==> src/rtl/alu_responder.sv <==
// alu_responder: two-stage valid/ready ALU with yAlu opcode encoding.
// S1 holds the captured request, S2 the computed response driving rsp_*.
module alu_responder #(
    parameter int W  = 32,
    parameter int CW = 16
) (
    input  logic          clk,
    input  logic          rst,
    input  logic          req_valid,
    output logic          req_ready,
    input  logic [W-1:0]  req_a,
    input  logic [W-1:0]  req_b,
    input  logic [2:0]    req_op,
    output logic          rsp_valid,
    input  logic          rsp_ready,
    output logic [W-1:0]  rsp_z,
    output logic          rsp_ex,
    output logic          rsp_err,
    output logic [CW-1:0] done_count
);

    localparam logic [2:0] OP_AND = 3'b000;
    localparam logic [2:0] OP_OR  = 3'b001;
    localparam logic [2:0] OP_ADD = 3'b010;
    localparam logic [2:0] OP_SUB = 3'b110;
    localparam logic [2:0] OP_SLT = 3'b111;

    logic          s1_valid_q, s1_valid_d;
    logic [W-1:0]  s1_a_q, s1_a_d;
    logic [W-1:0]  s1_b_q, s1_b_d;
    logic [2:0]    s1_op_q, s1_op_d;

    logic          s2_valid_q, s2_valid_d;
    logic [W-1:0]  s2_z_q, s2_z_d;
    logic          s2_ex_q, s2_ex_d;
    logic          s2_err_q, s2_err_d;

    logic [CW-1:0] cnt_q, cnt_d;

    logic          s2_advance;
    logic          s1_to_s2;
    logic          req_fire;
    logic          rsp_fire;

    logic [W-1:0]  alu_z;
    logic          alu_err;
    logic          alu_lt;

    always_comb begin
        s2_advance = !s2_valid_q || rsp_ready;
        s1_to_s2   = s1_valid_q && s2_advance;
        req_ready  = !s1_valid_q || s2_advance;
        req_fire   = req_valid && req_ready;
        rsp_fire   = s2_valid_q && rsp_ready;
    end

    // Signed compare stays correct when a-b would overflow.
    always_comb begin
        alu_lt  = $signed(s1_a_q) < $signed(s1_b_q);
        alu_z   = '0;
        alu_err = 1'b0;
        case (s1_op_q)
            OP_AND:  alu_z = s1_a_q & s1_b_q;
            OP_OR:   alu_z = s1_a_q | s1_b_q;
            OP_ADD:  alu_z = s1_a_q + s1_b_q;
            OP_SUB:  alu_z = s1_a_q - s1_b_q;
            OP_SLT:  alu_z = {{(W-1){1'b0}}, alu_lt};
            default: alu_err = 1'b1;
        endcase
    end

    always_comb begin
        s1_valid_d = s1_valid_q;
        s1_a_d     = s1_a_q;
        s1_b_d     = s1_b_q;
        s1_op_d    = s1_op_q;
        if (req_fire) begin
            s1_valid_d = 1'b1;
            s1_a_d     = req_a;
            s1_b_d     = req_b;
            s1_op_d    = req_op;
        end else if (s1_to_s2) begin
            s1_valid_d = 1'b0;
        end
    end

    always_comb begin
        s2_valid_d = s2_valid_q;
        s2_z_d     = s2_z_q;
        s2_ex_d    = s2_ex_q;
        s2_err_d   = s2_err_q;
        if (s1_to_s2) begin
            s2_valid_d = 1'b1;
            s2_z_d     = alu_z;
            s2_ex_d    = (alu_z == '0);
            s2_err_d   = alu_err;
        end else if (rsp_fire) begin
            s2_valid_d = 1'b0;
        end
    end

    always_comb begin
        cnt_d = cnt_q;
        if (rsp_fire) begin
            cnt_d = cnt_q + 1'b1;
        end
    end

    always_ff @(posedge clk) begin
        if (rst) begin
            s1_valid_q <= 1'b0;
            s1_a_q     <= '0;
            s1_b_q     <= '0;
            s1_op_q    <= '0;
            s2_valid_q <= 1'b0;
            s2_z_q     <= '0;
            s2_ex_q    <= 1'b0;
            s2_err_q   <= 1'b0;
            cnt_q      <= '0;
        end else begin
            s1_valid_q <= s1_valid_d;
            s1_a_q     <= s1_a_d;
            s1_b_q     <= s1_b_d;
            s1_op_q    <= s1_op_d;
            s2_valid_q <= s2_valid_d;
            s2_z_q     <= s2_z_d;
            s2_ex_q    <= s2_ex_d;
            s2_err_q   <= s2_err_d;
            cnt_q      <= cnt_d;
        end
    end

    assign rsp_valid  = s2_valid_q;
    assign rsp_z      = s2_z_q;
    assign rsp_ex     = s2_ex_q;
    assign rsp_err    = s2_err_q;
    assign done_count = cnt_q;

endmodule

==> config.mk <==
export PLATFORM = sky130hd
export DESIGN_NAME = alu_responder
export DESIGN_NICKNAME = d
export VERILOG_FILES = /design/src/rtl/alu_responder.sv
export SDC_FILE = /design/constraint.sdc
export NUM_CORES = 1
export LEC_CHECK = 0
export ABC_AREA = 1
export CORE_ASPECT_RATIO = 1.5
export CORE_UTILIZATION = 42
export DETAILED_ROUTE_END_ITERATION = 7
export PLACE_DENSITY = 0.7
export SLEW_MARGIN = 20
export SYNTH_ARGS = -nofsm -noshare
export SYNTH_HDL_FRONTEND = slang
export SYNTH_SLANG_ARGS = --single-unit
export TNS_END_PERCENT = 30
==> constraint.sdc <==
create_clock -name clk -period 4.1 [get_ports clk]
set_clock_uncertainty 0.05 [all_clocks]
set_input_delay 0.615 -clock clk [delete_from_list [all_inputs] [get_ports clk]]
set_output_delay 0.615 -clock clk [all_outputs]
set_load 0.1 [all_outputs]
==> impl_results.md, run 1 <==
- Remaining DRCs: 0
- Seq cells post-synth: 119
- Area growth, synth to finish: 18.4%
- CTS Buf Count: 17
- Top-level I/O count: 123
- Max Cap Viol: 0
- DRT iter0 DRCs: 688
- Class of the worst hold path: reg2reg
- Routed Antenna Nets: 0
- Power density over cell area: 345 nW/um^2
- RSZ-0062 raised after global routing: false
- CTS tree: yes
- Setup Buffers After CTS: 0
- Clock root buffer: clkbuf_16
- Fin crit share: 0.764
- CTS Hold Bufs: 0
- Setup violations, final: 0
- Via count: 11453
- Clock power frac: 0.345
- I/O Buffers: 122
- Slew HR: 0.325
- Fillers: 2608
- Ant diodes: 0
- CP max stage cell: fa_1
- RD Place Congestion: 1.01
- CTS sink cnt: 119
- Reg power frac: 0.296
- Die height: 197 um
- Drt total wl: 37400 um
- Crit end category: register
- Syn nets: 1967
- Logic pwr share: 0.359
- Cell Int Power: 2.56 mW
- Tightest Pin Transition: 1.01 ns
- Worst-path clk slew: 0.08 ns
- Avg Cell Area, Syn: 5.91 sq um
- EDFF count, synth: 0
- Hold_ws: 0.444 ns
- Commonest cells after routing, fill and taps aside: nand2_1, inv_1, nor2_1
- Site Rows: 70
- Initial antenna violation count: 0
- Initial Util: 0.431
- CP most frequent cell: nand2_1
- Largest net degree at the start of global routing: 127
- Register area share after synthesis: 0.225
- Largest family of logic cells by synthesized area: simple AND/OR/NAND/NOR gates
- Worst slack at placement: 1.06 ns
- Worst Path Max Fanout: 5
- WL/cell: 16.8 um
- Synth async-reset ratio: 0
- Fmax: 319 MHz
- H-tree Lvls: 4
- Leakage: 6.27 nW
- Switch Pwr: 1.77 mW
- Post-synth cell types: 40
- CP max stage delay: 0.40 ns
- Ys flop type: dfxtp_1
- Post-CTS sizing: 0
- Critical Path RT: 4.44 ns
- Simple-gate share of the synthesized area: 0.344
- Clock Latency Late Sink: 0.45 ns
- Min Tclk post-route: 3.13 ns
- Post-Synthesis Cell Area: 10600 sq um
- CP Class: reg2reg
- Synth Instances: 1796
- Adder-cell area share of the yosys netlist: 0.119
- Die footprint: 25900 sq um
- Maximum vdd drop: 302 uV
- Status: completed
- Pre-antenna DRT Iters: 6
- Fin nets: 2053
- Worst EP arrival: 3.47 ns
- Via density: 5.16
- First-pass GRT wire length: 59300 um
- Sw frac: 0.409
- Setup tns final: 0 ns
- Final WS setup: 0.967 ns
- Post-synthesis mux area share: 0
- Hold Violations, Final: 0
- DP Wirelength: 30400 um
- GRT Overall Usage: 0.298
- Post-synthesis xor/xnor area fraction: 0.00495
- Commonest non-fill, non-tap cell in the layout: nand2_1
- Slew Viols, Final: 0
- Synth Area in Compound Gates: 0.156
- Total Power: 4.33 mW
- Critical path, cell by cell: ha_1 > inv_1 > fa_1 > inv_1 > nand3_1 > nand2_2 > nand3_1 > nand2_1 > nand2_1 > nand2_1 > o21bai_1 > nor2_1 > nand2_1 > nor2_1 > nand4_1 > nor2_1 > nand2_1 > a21oi_2
- Max Root-Sink Buffers: 2
- CP Launch Type: register
- Number of global-route vias before repair: 11469
- Ys Warns: 0
- Share of post-route cells with drive strength above 1: 0.0480
- Total grt overflow: 0
- Core area: 24600 sq um
- Die X: 132 um
## kinds of logic after synthesis
family                   after synthesis
XOR/XNOR                               6
buffers and inverters                404
adder cells (fa/ha/maj)              100
AO/OA/AOI/OAI                        308
AND/OR/NAND/NOR                      859
flip-flops                           119
## per-layer routing
layer	wire length, um	track usage	up-vias
li1	-	-	5794
met1	14000	0.303	5180
met5	0	0	-
met3	1430	0.0391	132
met4	2960	0.230	0
met2	19000	0.550	347
## cell type report
class / instances / area [sq um] / share of cell area
Timing Repair Buffer: 131 / 1290 / 0.102
Clock buffer: 19 / 453 / 0.0360
Multi-Input combinational cell: 1273 / 6640 / 0.528
Sequential cell: 119 / 2380 / 0.190
Inverter: 340 / 1280 / 0.102
Tap cell: 324 / 405 / 0.0323
Clock inverter: 13 / 123 / 0.00976
## per-stage QoR
stage / instances / area (sq um) / util
after floorplan: 1796 / 10600 / -
after global routing: 2219 / 12600 / 0.511
after global placement: 2187 / 12000 / 0.487
after detailed placement: 2187 / 12000 / 0.487
final: 2219 / 12600 / 0.511
after CTS: 2219 / 12600 / 0.510
## worst max-delay path: cells and delay by family, from the launching register on
| kind | cells | cell delay, ns |
|---|---|---|
| AOI/OAI and AO/OA | 2 | 0.18 |
| adders and majority gates | 2 | 0.61 |
| buffers and inverters | 2 | 0.24 |
| DFF | 1 | 0.35 |
| and+or+nand+nor | 12 | 1.65 |
## flip-flops by register name, indices dropped and copies added, names as in the netlist
name / cells
s1_valid_q: 1
s1_a_q: 32
s1_op_q: 3
rsp_z: 32
done_count: 16
s1_b_q: 32
rsp_err: 1
rsp_valid: 1
rsp_ex: 1
## worst paths after layout
check | start | endpoint | slack [ns] | depth (start not counted)
setup / recovery | s1_b_q[0] | rsp_ex | 0.97 | 18
setup reg to reg | s1_b_q[0] | rsp_ex | 0.97 | 18
hold reg to reg | rsp_err | rsp_err | 0.44 | 2
hold / removal | rsp_err | rsp_err | 0.44 | 2
## cell usage after synthesis (9+ instances only)
cell | count | area, sq um
o21ai_0 | 121 | 606
o21bai_1 | 10 | 75.1
ha_1 | 98 | 1230
nand3_1 | 126 | 631
buf_4 | 9 | 67.6
clkbuf_1 | 35 | 131
nor2_1 | 186 | 698
o211ai_1 | 11 | 82.6
nand2_2 | 10 | 62.6
buf_2 | 11 | 55.1
nand4_1 | 22 | 138
nor3_1 | 14 | 70.1
nand3b_1 | 10 | 75.1
dfxtp_1 | 119 | 2380
inv_1 | 333 | 1250
nor2_2 | 17 | 106
a21oi_1 | 132 | 661
nand2_1 | 456 | 1710
o22ai_1 | 25 | 156
## power by group through the flow
stage	registers [mW]	clock network, mW	logic, mW
after floorplan	1.47	0	0.913
after global placement	1.30	0	1.53
after detailed placement	1.31	0	1.53
after CTS	1.28	1.52	1.54
after global routing	1.29	1.57	1.71
final	1.28	1.50	1.55
(Power assumes the default switching activity.)
==> run 2, diff against run 1 <==
--- a/config.mk
+++ b/config.mk
@@ -9,7 +9,7 @@
 export CORE_ASPECT_RATIO = 1.5
 export CORE_UTILIZATION = 42
 export DETAILED_ROUTE_END_ITERATION = 7
-export PLACE_DENSITY = 0.7
+export PLACE_DENSITY = 0.72
 export SLEW_MARGIN = 20
 export SYNTH_ARGS = -nofsm -noshare
 export SYNTH_HDL_FRONTEND = slang
==> constraint.sdc (replaced) <==
create_clock -name clk -period 2.6 [get_ports clk]
set_clock_uncertainty 0.05 [all_clocks]
set_input_delay 0.39 -clock clk [delete_from_list [all_inputs] [get_ports clk]]
set_output_delay 0.39 -clock clk [all_outputs]
set_load 0.1 [all_outputs]
==> run 2 against run 1 <==
Against the previous run: the run now ends with setup timing left; critical path type unchanged; wire length up 16%; hold slack worse by 0.015 ns; clock-buffer cell count down 1; cell count up 14%; sequential share of layout area down 3.9 points; global-route usage up 3.7 points; die area unchanged; non-clock buffer count up 310; power up 91%.
==> impl_results.md, run 2 (synthesis results as in run 1) <==
- Status: finished with violations
- Failing checks: setup timing
- CTS Hold Bufs: 0
- Number of global-route vias before repair: 12784
- CP most frequent cell: nand2_1
- CP Class: reg2reg
- Critical path, cell by cell: inv_1 > ha_4 > nand2_1 > nor2_1 > inv_1 > buf_4 > nor3_4 > nand2_2 > nand2_1 > nand2_1 > nand3_1 > nand3b_1 > nor2_1 > nand2_1 > nor2_2 > nand2_1 > a21oi_2
- Maximum vdd drop: 469 uV
- Initial antenna violation count: 0
- Placed Cells: 2474
- Clock Latency Late Sink: 0.45 ns
- H-tree Lvls: 4
- Power density over cell area: 518 nW/um^2
- CP max stage delay: 0.35 ns
- CP Launch Type: register
- Total grt overflow: 0
- Worst-path clk slew: 0.07 ns
- Hold_ws: 0.429 ns
- Worst EP arrival: 2.97 ns
- Core area: 24600 sq um
- R2R Setup Slk: -0.03 ns
- Via count: 12980
- CP max stage cell: dfxtp_1
- Area growth, synth to finish: 50.7%
- Leakage: 8.11 nW
- Worst slack at placement: -0.478 ns
- WL/cell: 17.2 um
- CTS Buf Count: 17
- Die footprint: 25900 sq um
- Commonest non-fill, non-tap cell in the layout: nand2_1
- Via density: 5.13
- Remaining DRCs: 0
- Setup violations, final: 1
- R2R Path Start: s1_b_q[16]
- Crit path from: s1_b_q[16]
- Pre-antenna DRT Iters: 6
- Final WS setup: -0.0263 ns
- RD Place Congestion: 0.974
- CTS tree: yes
- Worst Path Max Fanout: 9
- Routed Antenna Nets: 0
- Hold Violations, Final: 0
- Max Cap Viol: 0
- Share of post-route cells with drive strength above 1: 0.304
- Max Root-Sink Buffers: 2
- Drt total wl: 43400 um
- Top-level I/O count: 123
- R2R Path End: rsp_ex
- Initial Util: 0.431
- Min Tclk post-route: 2.63 ns
- Largest net degree at the start of global routing: 93
- GRT Overall Usage: 0.334
- Fillers: 2320
- First-pass GRT wire length: 66300 um
- Critical Path RT: 2.94 ns
- Clock root buffer: clkbuf_16
- Fin nets: 2363
- Die height: 197 um
- Site Rows: 70
- Tightest Pin Transition: 0.545 ns
- R2R depth: 17
- Slew Viols, Final: 0
- Post-Layout Cell Count: 2529
- I/O Buffers: 122
- Setup tns final: -0.0263 ns
- CTS sink cnt: 119
- Crit end category: register
- RSZ-0062 raised after global routing: true
- DRT iter0 DRCs: 769
- Die X: 132 um
- CP endpoint: rsp_ex
- DP Wirelength: 34500 um
- Fin crit share: 1.01
- Ant diodes: 0
- Fmax: 381 MHz
- Class of the worst hold path: reg2reg
- Commonest cells after routing, fill and taps aside: nand2_1, buf_4, inv_1
- Slew HR: 0.636
run 2: cell types whose count changed in the layout (fill, tap and decap cells not counted), sizes merged:
cell	before	now
clkbuf	19	18
buf	10	371
clkdlybuf4s50	121	70
inv	342	347
clkinv	9	1
clkinvlp	1	2
bufinv	1	4
run 2: repair_timing:
| action | 4_1_cts | 5_1_grt |
|---|---|---|
| hold endpoints to repair | 0 | 0 |
| setup buffers | 11 | 13 |
| resized for setup | 106 | 193 |
| pin swaps | 31 | 73 |
| cloned | 0 | 0 |
| setup endpoints to repair | 15 | 20 |
run 2: worst max-delay path, delay by kind of cell, from the launching register on:
kind | cells | cell delay (ns)
and+or+nand+nor | 12 | 1.41
DFF | 1 | 0.35
adders and majority gates | 1 | 0.35
buffers and inverters | 3 | 0.33
AOI/OAI and AO/OA | 1 | 0.12
run 2: final cells by class:
class                      instances  area (sq um)  share of cell area
sequential                       119          2410               0.151
timing repair buffer             441          3610               0.226
clock buffer                      18           439              0.0275
multi-input combinational       1273          7630               0.477
inverter                         340          1280              0.0802
tap                              324           405              0.0254
clock inverter                    14           209              0.0131
run 2: where the power goes:
part	leakage, nW	internal (mW)	switching, mW
combinational	6.80	1.45	2.10
sequential	0.988	1.94	0.0737
clock	0.315	1.66	1.05
run 2: routing by layer:
layer  global-route usage  wire (um)  vias up
li1                     -          -     6442
met1                0.342      16000     5968
met2                0.628      22300      423
met3               0.0427       1790      147
met4                0.233       3310        0
met5                    0          0        -
run 2: per-stage QoR:
step	utilization	instance area (sq um)	power [mW]
after floorplan	-	10600	3.77
after global placement	0.573	14100	5.08
after detailed placement	0.573	14100	5.10
after CTS	0.621	15300	8.00
after global routing	0.650	16000	8.67
final	0.650	16000	8.28
run 2: worst min-delay path by stage:
stage | slack [ns] | end | startpoint | cells past startpoint
floorplan | 0.42 | s1_b_q[0] | s1_b_q[0] | 2
global placement | 0.42 | s1_a_q[28] | s1_a_q[28] | 2
detailed placement | 0.42 | s1_a_q[28] | s1_a_q[28] | 2
CTS | 0.43 | s1_a_q[28] | s1_a_q[28] | 2
global route | 0.47 | s1_a_q[28] | s1_a_q[28] | 2
finish | 0.43 | s1_a_q[30] | s1_a_q[30] | 2
==> run 3, diff against run 2 <==
--- a/config.mk
+++ b/config.mk
@@ -5,11 +5,11 @@
 export SDC_FILE = /design/constraint.sdc
 export NUM_CORES = 1
 export LEC_CHECK = 0
-export ABC_AREA = 1
 export CORE_ASPECT_RATIO = 1.5
 export CORE_UTILIZATION = 42
 export DETAILED_ROUTE_END_ITERATION = 7
-export PLACE_DENSITY = 0.72
+export HOLD_SLACK_MARGIN = 0.08
+export PLACE_DENSITY = 0.73
 export SLEW_MARGIN = 20
 export SYNTH_ARGS = -nofsm -noshare
 export SYNTH_HDL_FRONTEND = slang
==> run 3 against run 2 <==
Against the previous run: area after synthesis is 14% lower; non-clock buffer count is 53 higher; cell count is 22% lower; worst setup slack worse by 1.2 ns; core utilization is 3.8 points higher; hold slack better by 0.0033 ns; largest cell class unchanged; global-route usage is 1.3 points lower; the run still ends with setup timing left; sequential power is 2% lower.
==> impl_results.md, run 3 <==
- Finished Cell Area: 14600 sq um
- Register area share after synthesis: 0.260
- Leakage: 6.46 nW
- Commonest cells after routing, fill and taps aside: buf_4, nand2_1, a21oi_1
- Placed Cells: 1924
- Largest net degree at the start of global routing: 79
- Worst EP arrival: 4.13 ns
- Dpl cell area: 13100 sq um
- Fin nets: 1861
- Setup tns final: -10.99 ns
- Power density over cell area: 490 nW/um^2
- Hold Violations, Final: 0
- Routed Antenna Nets: 0
- DRT iter0 DRCs: 584
- CP Launch Type: register
- Max Cap Viol: 0
- Core area: 21200 sq um
- DP Wirelength: 26400 um
- Yosys top cell by area: dfxtp_1
- Total grt overflow: 0
- Clock Latency Late Sink: 0.44 ns
- Post-Layout Cell Count: 1971
- Ys Warns: 0
- CTS sink cnt: 119
- Failing checks: setup timing
- Fin crit share: 1.46
- Worst-path clk slew: 0.06 ns
- RD Place Congestion: 0.996
- Hold_ws: 0.432 ns
- Hold Path Stages: 2
- Switch Pwr: 2.48 mW
- Share of post-route cells with drive strength above 1: 0.359
- Most common cell in the netlist: nand2_1
- Top cell type's share of synthesized area: 0.260
- Die X: 123 um
- Commonest cells in the netlist: nand2_1, a21oi_1, dfxtp_1
- Fillers: 1735
- GRT Overall Usage: 0.322
- Initial Util: 0.432
- Area growth, synth to finish: 59.3%
- CP Class: reg2reg
- I/O Buffers: 122
- Top-level I/O count: 123
- Maximum vdd drop: 497 uV
- Class of the worst hold path: reg2reg
- Worst Path Max Fanout: 3
- Clock power frac: 0.345
- Remaining DRCs: 0
- R2R depth: 14
- Slew HR: 0.423
- Drt total wl: 35200 um
- Pre-antenna DRT Iters: 6
- Tightest Pin Transition: 0.865 ns
- Final Util: 0.687
- Post-synth cell types: 78
- Die footprint: 22400 sq um
- H-tree Lvls: 4
- Slew Viols, Final: 0
- Ant diodes: 0
- Site Rows: 65
- Synth async-reset ratio: 0
- Synth Instances: 1257
- Commonest non-fill, non-tap cell in the layout: buf_4
- Via count: 10786
- Initial antenna violation count: 0
- Seq cells post-synth: 119
- Final WS setup: -1.20 ns
- Logic pwr share: 0.377
- WL/cell: 17.9 um
- Clock root buffer: clkbuf_16
- Die height: 183 um
- Avg Cell Area, Syn: 7.29 sq um
- Cell Int Power: 4.68 mW
- Dominant cells by area after synthesis: dfxtp_1, ha_1, a21oi_1
- Worst slack at placement: -1.65 ns
- Syn nets: 1428
- Crit end category: register
- Setup violations, final: 25
- CTS tree: yes
- Min Tclk post-route: 3.80 ns
- RSZ-0062 raised after global routing: true
- Ys flop type: dfxtp_1
- CTS Buf Count: 17
- Fmax: 263 MHz
- Total Power: 7.15 mW
- Critical Path RT: 2.94 ns
- Post-Synthesis Cell Area: 9160 sq um
- Number of global-route vias before repair: 11206
- Sw frac: 0.346
- Reg power frac: 0.277
- Status: finished with violations
- Max Root-Sink Buffers: 2
- Via density: 5.47
- First-pass GRT wire length: 55500 um
- EDFF count, synth: 0
run 3: per-layer routing:
layer	up-vias	wire length, um	global-route usage
met5	-	0	0
met4	0	2570	0.234
met3	155	1340	0.0522
met2	353	18400	0.592
met1	5056	13000	0.319
li1	5222	-	-
run 3: layout make-up:
cell class / count / area (sq um) / area share
Sequential cell: 119 / 2410 / 0.166
Tap cell: 268 / 335 / 0.0230
Timing Repair Buffer: 494 / 4000 / 0.274
Clock buffer: 17 / 425 / 0.0292
Multi-Input combinational cell: 944 / 6810 / 0.467
Clock inverter: 15 / 176 / 0.0121
Inverter: 114 / 430 / 0.0295
run 3: power groups by stage:
stage	Clock, mW	Sequential (mW)	Combinational, mW
after floorplan	0	2.27	1.01
after global placement	0	2.01	2.35
after detailed placement	0	2.02	2.36
after CTS	2.49	1.98	2.60
after global routing	2.57	1.99	2.88
final	2.47	1.98	2.70
run 3: cell families (layout without fill, tap and decap cells):
group,after synthesis,after routing,share of synthesized area
AO/OA/AOI/OAI,377,377,0.263
XOR/XNOR,36,36,0.0344
adder cells (fa/ha/maj),100,100,0.138
buffers and inverters,194,640,0.0818
flip-flops,119,119,0.260
multiplexers,25,25,0.0276
AND/OR/NAND/NOR,406,406,0.195
run 3: timing repair:
item,in CTS,in global routing
pin swaps,65,18
gates resized for setup,123,32
setup buffers,19,2
hold buffers,0,0
setup endpoints to repair,27,27
run 3: path summary, 6_finish.rpt:
path	slack, ns	to	start
worst max-delay path	-1.20	rsp_ex	s1_b_q[1]
worst min-delay path	0.43	s1_b_q[27]	s1_b_q[27]
worst max register to register	-1.20	rsp_ex	s1_b_q[1]
worst min register to register	0.43	s1_b_q[27]	s1_b_q[27]
run 3: critical path, cell delays in order (launching register included):
cell	delay (ns)
dfxtp_4	0.35
buf_4	0.15
ha_1	0.22
a21o_1	0.19
nand4_1	0.18
nand2_1	0.12
a2111oi_2	0.47
nor3_1	0.13
a221oi_2	0.26
nand2_1	0.14
nor4_4	0.35
nand4_1	0.20
or4_4	0.46
nor4_4	0.30
a41o_1	0.19
